==> src/rtl/sdram_sched.sv <==
// SDRAM init/work sequencer with periodic auto-refresh and write/read arbitration.
// Build option: define SDRAM_SCHED_RR_EN for alternating write/read priority on ties.
module sdram_sched #(
    parameter int T_POWERUP   = 20000,
    parameter int T_RP        = 4,
    parameter int T_RC        = 6,
    parameter int T_RSC       = 6,
    parameter int T_RCD       = 2,
    parameter int CL          = 3,
    parameter int T_WR        = 2,
    parameter int REF_PERIOD  = 780,
    parameter int AR_INIT_CNT = 8
) (
    input  logic       clk,
    input  logic       rst,
    input  logic       wr_req,
    input  logic       rd_req,
    input  logic [9:0] wr_burst_len,
    input  logic [9:0] rd_burst_len,
    output logic [4:0] init_state,
    output logic [3:0] work_state,
    output logic [9:0] cnt_clk,
    output logic       sdram_rd_wr,
    output logic       wr_ack,
    output logic       rd_ack,
    output logic       init_done
);

    // Handshake: wr_req/rd_req are level requests sampled only in W_IDLE; the
    // matching ack is a per-word strobe (wr_ack = fetch next word, rd_ack = word
    // valid). A requester holds req until its first ack; req still high when the
    // scheduler returns to W_IDLE is treated as a fresh request.

    localparam logic [4:0] I_NOP  = 5'd0;
    localparam logic [4:0] I_PRE  = 5'd1;
    localparam logic [4:0] I_TRP  = 5'd2;
    localparam logic [4:0] I_AR   = 5'd3;
    localparam logic [4:0] I_TRF  = 5'd4;
    localparam logic [4:0] I_MRS  = 5'd5;
    localparam logic [4:0] I_TRSC = 5'd6;
    localparam logic [4:0] I_DONE = 5'd7;

    localparam logic [3:0] W_IDLE       = 4'd0;
    localparam logic [3:0] W_ACTIVE     = 4'd1;
    localparam logic [3:0] W_TRCD       = 4'd2;
    localparam logic [3:0] W_READ       = 4'd3;
    localparam logic [3:0] W_CL         = 4'd4;
    localparam logic [3:0] W_RD         = 4'd5;
    localparam logic [3:0] W_WRITE      = 4'd6;
    localparam logic [3:0] W_WD         = 4'd7;
    localparam logic [3:0] W_BURST_STOP = 4'd8;
    localparam logic [3:0] W_TWR        = 4'd9;
    localparam logic [3:0] W_PRE        = 4'd10;
    localparam logic [3:0] W_TRP        = 4'd11;
    localparam logic [3:0] W_AR         = 4'd12;
    localparam logic [3:0] W_TRFC       = 4'd13;

    // Terminal count values: a state lasting N cycles exits when its counter reads N-1.
    localparam logic [14:0] NOP_LAST  = 15'(T_POWERUP - 1);
    localparam logic [9:0]  TRP_LAST  = 10'(T_RP - 1);
    localparam logic [9:0]  TRC_LAST  = 10'(T_RC - 1);
    localparam logic [9:0]  TRSC_LAST = 10'(T_RSC - 1);
    localparam logic [9:0]  TRCD_LAST = 10'(T_RCD - 1);
    localparam logic [9:0]  CL_LAST   = 10'(CL - 1);
    localparam logic [9:0]  TWR_LAST  = 10'(T_WR - 1);
    localparam logic [15:0] REF_LAST  = 16'(REF_PERIOD - 1);
    localparam logic [7:0]  AR_INIT   = 8'(AR_INIT_CNT);
    localparam logic [9:0]  CNT_MAX   = 10'd1023;
    localparam logic [9:0]  PAGE_LEN  = 10'd512;

    logic [4:0]  init_next;
    logic [3:0]  work_next;
    logic [14:0] nop_cnt;
    logic [7:0]  ar_cnt;
    logic [15:0] ref_cnt;
    logic        ref_pend;
    logic [9:0]  burst_len;
    logic        pick_wr;
    logic        grant;
    logic        state_chg;

    function automatic logic [9:0] clamp_len(input logic [9:0] len);
        if (len == 10'd0)
            return 10'd1;
        else if (len > PAGE_LEN)
            return PAGE_LEN;
        else
            return len;
    endfunction

`ifdef SDRAM_SCHED_RR_EN
    logic last_wr;

    // On a tie the side that was not granted last wins; last_wr=0 after reset lets write win first.
    always_comb begin
        pick_wr = wr_req && (!rd_req || !last_wr);
    end

    always_ff @(posedge clk or posedge rst) begin
        if (rst)
            last_wr <= 1'b0;
        else if (grant)
            last_wr <= pick_wr;
    end
`else
    always_comb begin
        pick_wr = wr_req;
    end
`endif

    always_comb begin
        grant = (init_state == I_DONE) && (work_state == W_IDLE) && !ref_pend
                && (wr_req || rd_req);
    end

    always_comb begin
        init_next = init_state;
        case (init_state)
            I_NOP:   if (nop_cnt == NOP_LAST) init_next = I_PRE;
            I_PRE:   init_next = I_TRP;
            I_TRP:   if (cnt_clk == TRP_LAST) init_next = I_AR;
            I_AR:    init_next = I_TRF;
            I_TRF:   if (cnt_clk == TRC_LAST) init_next = (ar_cnt == AR_INIT) ? I_MRS : I_AR;
            I_MRS:   init_next = I_TRSC;
            I_TRSC:  if (cnt_clk == TRSC_LAST) init_next = I_DONE;
            I_DONE:  init_next = I_DONE;
            default: init_next = I_NOP;
        endcase
    end

    always_comb begin
        work_next = work_state;
        if (init_state != I_DONE) begin
            work_next = W_IDLE;
        end else begin
            case (work_state)
                W_IDLE: begin
                    if (ref_pend)
                        work_next = W_AR;
                    else if (wr_req || rd_req)
                        work_next = W_ACTIVE;
                end
                W_ACTIVE:     work_next = W_TRCD;
                W_TRCD:       if (cnt_clk == TRCD_LAST) work_next = sdram_rd_wr ? W_READ : W_WRITE;
                W_WRITE:      work_next = (burst_len == 10'd1) ? W_BURST_STOP : W_WD;
                W_WD:         if (cnt_clk == burst_len - 10'd2) work_next = W_BURST_STOP;
                W_BURST_STOP: work_next = W_TWR;
                W_TWR:        if (cnt_clk == TWR_LAST) work_next = W_PRE;
                W_READ:       work_next = W_CL;
                W_CL:         if (cnt_clk == CL_LAST) work_next = W_RD;
                W_RD:         if (cnt_clk == burst_len - 10'd1) work_next = W_PRE;
                W_PRE:        work_next = W_TRP;
                W_TRP:        if (cnt_clk == TRP_LAST) work_next = W_IDLE;
                W_AR:         work_next = W_TRFC;
                W_TRFC:       if (cnt_clk == TRC_LAST) work_next = W_IDLE;
                default:      work_next = W_IDLE;
            endcase
        end
    end

    always_comb begin
        state_chg = (init_next != init_state) || (work_next != work_state);
    end

    always_ff @(posedge clk or posedge rst) begin
        if (rst) begin
            init_state <= I_NOP;
            work_state <= W_IDLE;
            cnt_clk    <= 10'd0;
            nop_cnt    <= 15'd0;
            ar_cnt     <= 8'd0;
        end else begin
            init_state <= init_next;
            work_state <= work_next;
            if (state_chg)
                cnt_clk <= 10'd0;
            else if (cnt_clk != CNT_MAX)
                cnt_clk <= cnt_clk + 10'd1;
            if (init_state == I_NOP)
                nop_cnt <= nop_cnt + 15'd1;
            if (init_state == I_AR)
                ar_cnt <= ar_cnt + 8'd1;
        end
    end

    // A new period starting takes precedence over the clear so no expiry is lost.
    always_ff @(posedge clk or posedge rst) begin
        if (rst) begin
            ref_cnt  <= 16'd0;
            ref_pend <= 1'b0;
        end else if (init_state == I_DONE) begin
            if (ref_cnt == REF_LAST) begin
                ref_cnt  <= 16'd0;
                ref_pend <= 1'b1;
            end else begin
                ref_cnt <= ref_cnt + 16'd1;
                if (work_state != W_AR && work_next == W_AR)
                    ref_pend <= 1'b0;
            end
        end
    end

    always_ff @(posedge clk or posedge rst) begin
        if (rst) begin
            sdram_rd_wr <= 1'b1;
            burst_len   <= 10'd1;
        end else if (grant) begin
            sdram_rd_wr <= !pick_wr;
            burst_len   <= clamp_len(pick_wr ? wr_burst_len : rd_burst_len);
        end
    end

    always_comb begin
        wr_ack    = (work_state == W_WRITE) || (work_state == W_WD);
        rd_ack    = (work_state == W_RD);
        init_done = (init_state == I_DONE);
    end

endmodule

==> config.mk <==
export PLATFORM = sky130hd
export DESIGN_NAME = sdram_sched
export DESIGN_NICKNAME = d
export VERILOG_FILES = /design/src/rtl/sdram_sched.sv
export SDC_FILE = /design/constraint.sdc
export NUM_CORES = 1
export LEC_CHECK = 0
export BUFFER_PORTS_ARGS = -buffer_cell sky130_fd_sc_hd__buf_2
export CAP_MARGIN = 20
export CORE_ASPECT_RATIO = 0.9
export CORE_UTILIZATION = 50
export DETAILED_ROUTE_END_ITERATION = 7
export GPL_ROUTABILITY_DRIVEN = 1
export PLACE_DENSITY = 0.79
export REMOVE_ABC_BUFFERS = 1
export SLEW_MARGIN = 20
export SYNTH_ARGS = -nofsm -noshare
export SYNTH_HDL_FRONTEND = slang
export SYNTH_SLANG_ARGS = --single-unit
==> constraint.sdc <==
create_clock -name clk -period 3.1 [get_ports clk]
set_clock_uncertainty 0.2 [all_clocks]
set_input_delay 0.465 -clock clk [delete_from_list [all_inputs] [get_ports clk]]
set_output_delay 0.465 -clock clk [all_outputs]
set_load 0.02 [all_outputs]
==> flow_metrics.py, run 1 <==
metrics = {
    "clock_tree": {
        "cts_tree": "built",
        "root_buffer": "clkbuf_8",
        "clk_latency_ns": 0.35,
        "path_clk_slew_ns": 0.08,
        "cts_buffers": 9,
        "cts_htree_levels": 3,
        "clockBufferDepth": 2,
        "cts.sinks": 70,
    },
    "setup_path": {
        "rr_startpoint": "burst_len[2]$_DFFE_PP0P_",
        "crit_type": "reg2reg",
        "r2r_setup_slack_ns": 0.03,
        "timing.rr.end": "cnt_clk[1]$_DFFE_PP0P_",
        "critPathMaxFanout": 10,
        "crit_arrival_ns": 3.09,
        "required_ns": 3.13,
        "worstSetupEndpointType": "flip-flop",
        "start_kind": "flip-flop",
        "rr_worst_depth": 11,
    },
    "synthesis": {
        "async_flop_share_pct": 100,
        "synthDominantCellAreaShare_pct": 39.8,
        "yosysTopAreaCell": "dfrtp_1",
        "synth_cell_types": 63,
        "synth_flop_cell": "dfrtp_1",
        "ys_top_cells_by_area": "dfrtp_1, xnor2_1, xor2_1, nand2_1, nor2_1",
        "synth_area_per_cell_um2": 9.18,
        "synth.ff_latch_count": 70,
        "ys_warn_count": 0,
        "synth_seq_area_share_pct": 41.0,
        "syn_inst": 466,
        "synth_edf_count": 0,
        "synth_area_um2": 4280,
    },
    "pwr": {
        "switching_share_pct": 23.1,
        "power.total_uw": 2010,
        "power_frac_seq_pct": 49.3,
        "intPower_uw": 1550,
        "clkPwrFrac_pct": 43.5,
        "p_sw_uw": 465,
        "ir_drop_uv": 188,
        "pwr-share-comb_pct": 7.2,
        "p_leak_uw": 0.00229,
        "p_per_area_nw_per_um2": 398,
    },
    "finish": {
        "finalNonFillerCells": 647,
        "fin_nets": 562,
        "areaGrowthSynthToFinish_pct": 18.2,
        "design_area_um2": 5050,
        "seq_area_um2": 1760,
        "multi_input_area_um2": 2450,
        "layout-drive-gt1-share_pct": 20.9,
        "num-fill-cells": 676,
        "num_antenna_cells": 0,
    },
    "floorplanning": {
        "core_area_um2": 8180,
        "dieArea_um2": 8930,
        "io_pins": 47,
        "start_util_pct": 52.3,
        "die_h_um": 89.7,
        "rows": 31,
        "die_w_um": 99.5,
    },
    "global_routing": {
        "grt_max_degree": 40,
        "grt_usage_pct": 22.8,
        "first_global_vias": 3491,
        "overflow": 0,
        "antenna_found_initial": 0,
        "grt_pass1_wl_um": 16400,
    },
    "place": {
        "dp_cells": 629,
        "preCtsSetupSlack_ns": 0.0197,
        "routabilityCongestion": 0.916,
        "io_buffers": 46,
        "placed_area_um2": 4730,
        "dpl.hpwl_um": 7260,
    },
    "route": {
        "drt-wirelength-per-cell_um": 15.6,
        "via_per_inst": 5.84,
        "drt_iter0_markers": 188,
        "drc": 0,
        "vias": 3779,
        "firstDrtPassIters": 5,
        "drtAntennaViolNets": 0,
        "drt-total-wl_um": 10100,
    },
    "timing": {
        "report.final.slew_viol_count": 0,
        "worstMarginPinSlew_ns": 0.681,
        "timing.fmax_ghz": 0.326,
        "slew_headroom_pct": 54.5,
        "grt_setup_unrepaired": "true",
        "fin_ws_ns": 0.0327,
        "setup_viol": 0,
        "min_period_ns": 3.07,
        "hold_violations": 0,
        "setup_tns_ns": 0,
        "fin_crit_sh_pct": 98.9,
    },
    "hold_path": {
        "min_path_type": "in2async",
    },
    "flow_run": {
        "maxCapViolations": 0,
    },
    "outcome": {
        "outcome": "finished, final reports clean",
    },
}
-- power groups by stage --
| stage | combinational [uW] | sequential (uW) | clock (uW) |
|---|---|---|---|
| global placement | 135 | 1000 | 0 |
| global route | 164 | 999 | 932 |
| detailed placement | 146 | 1010 | 0 |
| CTS | 147 | 992 | 892 |
| finish | 144 | 992 | 876 |
| floorplan | 87.0 | 1000 | 0 |
-- cells in the mapped netlist, types with 5 or more instances --
master    instances
mux2i_1          10
nor3b_1           5
xnor2_1          33
nor3_1           19
nand4_1          15
nand2b_1          8
nand2_1          47
and3_1           10
clkbuf_1         11
nor4_1           11
nand3_1          24
nor2_1           38
dfrtp_1          68
o21ai_0          16
a21oi_1          11
ha_1             10
xor2_1           23
inv_1            17
o31ai_1           6
a31oi_1           7
nor4b_1           7
-- area by class of cell --
type / count / share of cell area [%]
Multi-Input combinational cell: 362 / 48.4
Clock buffer: 9 / 2.45
Inverter: 17 / 1.26
Timing Repair Buffer: 68 / 8.07
Clock inverter: 6 / 2.20
Tap cell: 115 / 2.85
Sequential cell: 70 / 34.7
-- cells by family (layout without fill, tap and decap cells) --
kind of cell	Yosys count	in the layout	share of synthesized area, %
flip-flops	70	70	41.0
XOR/XNOR	56	56	11.5
other	1	2	0.0877
AO/OA/AOI/OAI	69	69	11.3
AND/OR/NAND/NOR	212	212	26.6
buffers and inverters	35	100	3.45
adder cells (fa/ha/maj)	10	10	2.93
multiplexers	13	13	3.13
-- repair_timing --
action,CTS,global route
gates resized for setup,1,14
gates cloned,0,0
hold buffers,0,0
pin swaps,0,9
setup buffers,0,3
endpoints found under the setup margin,2,11
-- sequential cells by signal, summed over array words and instances, names as in the netlist --
signal / cells
cnt_clk: 10
init_state: 5
ref_pend: 1
sdram_rd_wr: 1
ar_cnt: 8
nop_cnt: 15
burst_len: 10
work_state: 4
ref_cnt: 16
-- worst max-delay path by stage --
stage | from | end | slack [ns]
final | burst_len[2]$_DFFE_PP0P_ | cnt_clk[1]$_DFFE_PP0P_ | 0.03
after global routing | burst_len[2]$_DFFE_PP0P_ | cnt_clk[1]$_DFFE_PP0P_ | -0.03
after CTS | burst_len[1]$_DFFE_PP0P_ | cnt_clk[1]$_DFFE_PP0P_ | 0.05
after detailed placement | burst_len[1]$_DFFE_PP0P_ | cnt_clk[2]$_DFFE_PP0P_ | 0.02
after global placement | burst_len[1]$_DFFE_PP0P_ | cnt_clk[1]$_DFFE_PP0P_ | 0.19
after floorplan | burst_len[1]$_DFFE_PP0P_ | cnt_clk[1]$_DFFE_PP0P_ | 0.19
-- stage by stage --
stage / hold WS (ns) / util, %
3_3_place_gp: 0.256 / 57.7
6_report: 0.00813 / 61.7
2_1_floorplan: 0.243 / -
5_1_grt: 0.0545 / 61.7
4_1_cts: 0.0224 / 60.7
3_5_place_dp: 0.268 / 57.7
-- cell usage in the layout (no fill, tap or decap), types with 3 or more instances in the layout --
cell and n:
a21oi_1 11, nand4_1 15, mux2i_1 10, bufinv_16 3, or4_1 4, a31oi_1 7
ha_1 9, o211ai_1 4, nor4b_1 5, nor3_1 18, nor3b_1 5, a211oi_1 3
xor2_1 23, and2_1 3, buf_2 46, inv_1 14, buf_4 21, o21ai_0 15
and3_1 10, and4_1 3, nand2_1 47, dfrtp_1 67, o31ai_1 6, clkbuf_8 9
nor4_1 10, mux2_2 3, or2_2 3, nand3_1 24, xnor2_1 33, inv_2 3
nor2_1 38, nand2b_1 8
-- critical path, stage by stage, from the launching register on --
cell	delay [ns]
dfrtp_2	0.46
inv_2	0.09
ha_4	0.13
or3b_4	0.40
or4_4	0.54
a21oi_4	0.20
nor3_4	0.06
o31ai_4	0.31
buf_4	0.16
nand4b_1	0.16
nand3_4	0.17
nor3_1	0.08
-- routing by layer --
layer | up-vias | share of wire [%] | GRT usage (%)
li1 | 1801 | - | -
met3 | 34 | 5.8 | 5.99
met5 | - | 0 | 0
met2 | 137 | 48 | 37.3
met4 | 0 | 2.3 | 5.64
met1 | 1807 | 44 | 30.1
No activity file was read; power rests on OpenSTA's default activity.
==> inputs of run 2 (changes only) <==
- CORE_MARGIN: unset -> 1
- CORE_UTILIZATION: 50 -> 53
- PLACE_DENSITY: 0.79 -> 0.76
==> run 2 against run 1 <==
Compared with the run above: critical endpoint unchanged; wire length shrank 2.7%; total power shrank 2.7%; sequential power barely moved; critical path depth is the same; die area decreased by 5.5%; non-clock buffer count increased by 4.
==> flow_metrics.py, run 2 (same netlist as run 1, synthesis figures left out) <==
metrics = {
    "outcome": {
        "outcome": "finished, final reports clean",
    },
    "finish": {
        "final_cell_mix": "dfrtp_1, nand2_1, buf_2",
        "num_antenna_cells": 0,
        "fin_nets": 566,
        "final_util_pct": 65.6,
        "largest_reg_flops": 16,
        "num-fill-cells": 605,
        "reg_top3": "ref_cnt x16, nop_cnt x15",
        "seq_area_um2": 1760,
        "final_common_cell": "dfrtp_1",
        "multi_input_area_um2": 2440,
        "regMostFlops": "ref_cnt",
        "areaGrowthSynthToFinish_pct": 18.0,
        "finalNonFillerCells": 633,
        "layout-drive-gt1-share_pct": 21.4,
        "design_area_um2": 5050,
    },
    "route": {
        "vias": 3713,
        "via_per_inst": 5.87,
        "drt-wirelength-per-cell_um": 15.5,
        "firstDrtPassIters": 4,
        "drc": 0,
        "drtAntennaViolNets": 0,
        "drt_iter0_markers": 248,
        "drt-total-wl_um": 9800,
    },
    "clock_tree": {
        "root_buffer": "clkbuf_8",
        "path_clk_slew_ns": 0.08,
        "clk_latency_ns": 0.35,
        "ctsHoldBuffers": 0,
        "clockBufferDepth": 2,
        "cts_tree": "built",
        "cts_buffers": 9,
        "cts.sinks": 70,
        "cts_htree_levels": 3,
    },
    "setup_path": {
        "crit_type": "reg2reg",
        "r2r_setup_slack_ns": 0.08,
        "rr_worst_depth": 11,
        "required_ns": 3.13,
        "worstSetupEndpointType": "flip-flop",
        "rr_startpoint": "burst_len[2]$_DFFE_PP0P_",
        "crit_arrival_ns": 3.06,
        "start_kind": "flip-flop",
        "timing.rr.end": "cnt_clk[1]$_DFFE_PP0P_",
        "critPathMaxFanout": 6,
    },
    "floorplanning": {
        "dieArea_um2": 8430,
        "io_pins": 47,
        "rows": 30,
        "die_w_um": 96.7,
        "die_h_um": 87.2,
        "start_util_pct": 55.6,
        "core_area_um2": 7690,
    },
    "global_routing": {
        "grt_pass1_wl_um": 16200,
        "grt_usage_pct": 24.1,
        "grt_max_degree": 39,
        "first_global_vias": 3550,
        "antenna_found_initial": 0,
        "overflow": 0,
    },
    "place": {
        "routabilityCongestion": 0.914,
        "dpl.hpwl_um": 7320,
        "dp_cells": 614,
        "io_buffers": 46,
        "placed_area_um2": 4730,
    },
    "timing": {
        "worstMarginPinSlew_ns": 0.706,
        "hold_violations": 0,
        "setup_viol": 0,
        "timing.fmax_ghz": 0.331,
        "setup_tns_ns": 0,
        "slew_headroom_pct": 52.8,
        "min_period_ns": 3.02,
        "report.final.slew_viol_count": 0,
        "fin_crit_sh_pct": 97.5,
    },
    "pwr": {
        "p_leak_uw": 0.00231,
        "ir_drop_uv": 187,
        "p_per_area_nw_per_um2": 388,
    },
    "hold_path": {
        "min_path_type": "in2async",
    },
    "flow_run": {
        "maxCapViolations": 0,
    },
}
-- run 2: worst max-delay path by stage --
stage / slack [ns] / cells past startpoint / start / endpoint
CTS: 0.04 / 11 / burst_len[1]$_DFFE_PP0P_ / cnt_clk[2]$_DFFE_PP0P_
global route: -0.009 / 10 / burst_len[2]$_DFFE_PP0P_ / cnt_clk[2]$_DFFE_PP0P_
detailed placement: 0.02 / 10 / burst_len[1]$_DFFE_PP0P_ / cnt_clk[2]$_DFFE_PP0P_
floorplan: 0.19 / 10 / burst_len[1]$_DFFE_PP0P_ / cnt_clk[1]$_DFFE_PP0P_
global placement: 0.21 / 10 / burst_len[1]$_DFFE_PP0P_ / cnt_clk[1]$_DFFE_PP0P_
finish: 0.08 / 11 / burst_len[2]$_DFFE_PP0P_ / cnt_clk[1]$_DFFE_PP0P_
-- run 2: metrics by stage --
stage / worst slack (ns) / hold slack (ns) / power, uW
after floorplan: 0.190 / 0.243 / 1090
after global placement: 0.213 / 0.264 / 1140
after detailed placement: 0.0163 / 0.265 / 1150
after CTS: 0.0352 / 0.0379 / 1980
after global routing: -0.00863 / 0.0690 / 2040
final: 0.0785 / 0.0238 / 1960
-- run 2: cell type report --
class / instances / share of cell area (%)
Sequential cell: 70 / 34.8
Tap cell: 96 / 2.38
Clock inverter: 5 / 1.64
Multi-Input combinational cell: 362 / 48.4
Inverter: 17 / 1.26
Clock buffer: 11 / 2.80
Timing Repair Buffer: 72 / 8.68
-- run 2: metal layers --
layer / global-route usage [%] / up-vias / part of all wire (%) / wire (um)
met5: 0 / - / 0 / 0
met2: 39.6 / 109 / 47 / 4590
met3: 4.74 / 19 / 5.2 / 506
met4: 10.6 / 0 / 1.6 / 153
met1: 31.2 / 1767 / 46 / 4550
li1: - / 1818 / - / -
-- run 2: critical path, cell delays in order (launching register included) --
cell	delay, ns
dfrtp_2	0.45
inv_1	0.07
ha_1	0.15
or3b_4	0.41
or4_4	0.50
a21oi_4	0.15
nor3_1	0.10
o31ai_4	0.32
a32oi_1	0.14
o211ai_1	0.20
buf_4	0.16
nor3_1	0.05
-- run 2: repair_timing --
item,4_1_cts,5_1_grt
endpoints found under the setup margin,1,11
gates resized for setup,1,13
setup buffers,0,3
pin swaps,0,3
-- run 2: power breakdown --
part / switching (uW) / total, uW / internal [uW]
combinational: 73.6 / 140 / 66.0
clock: 350 / 827 / 477
sequential: 41.4 / 992 / 950
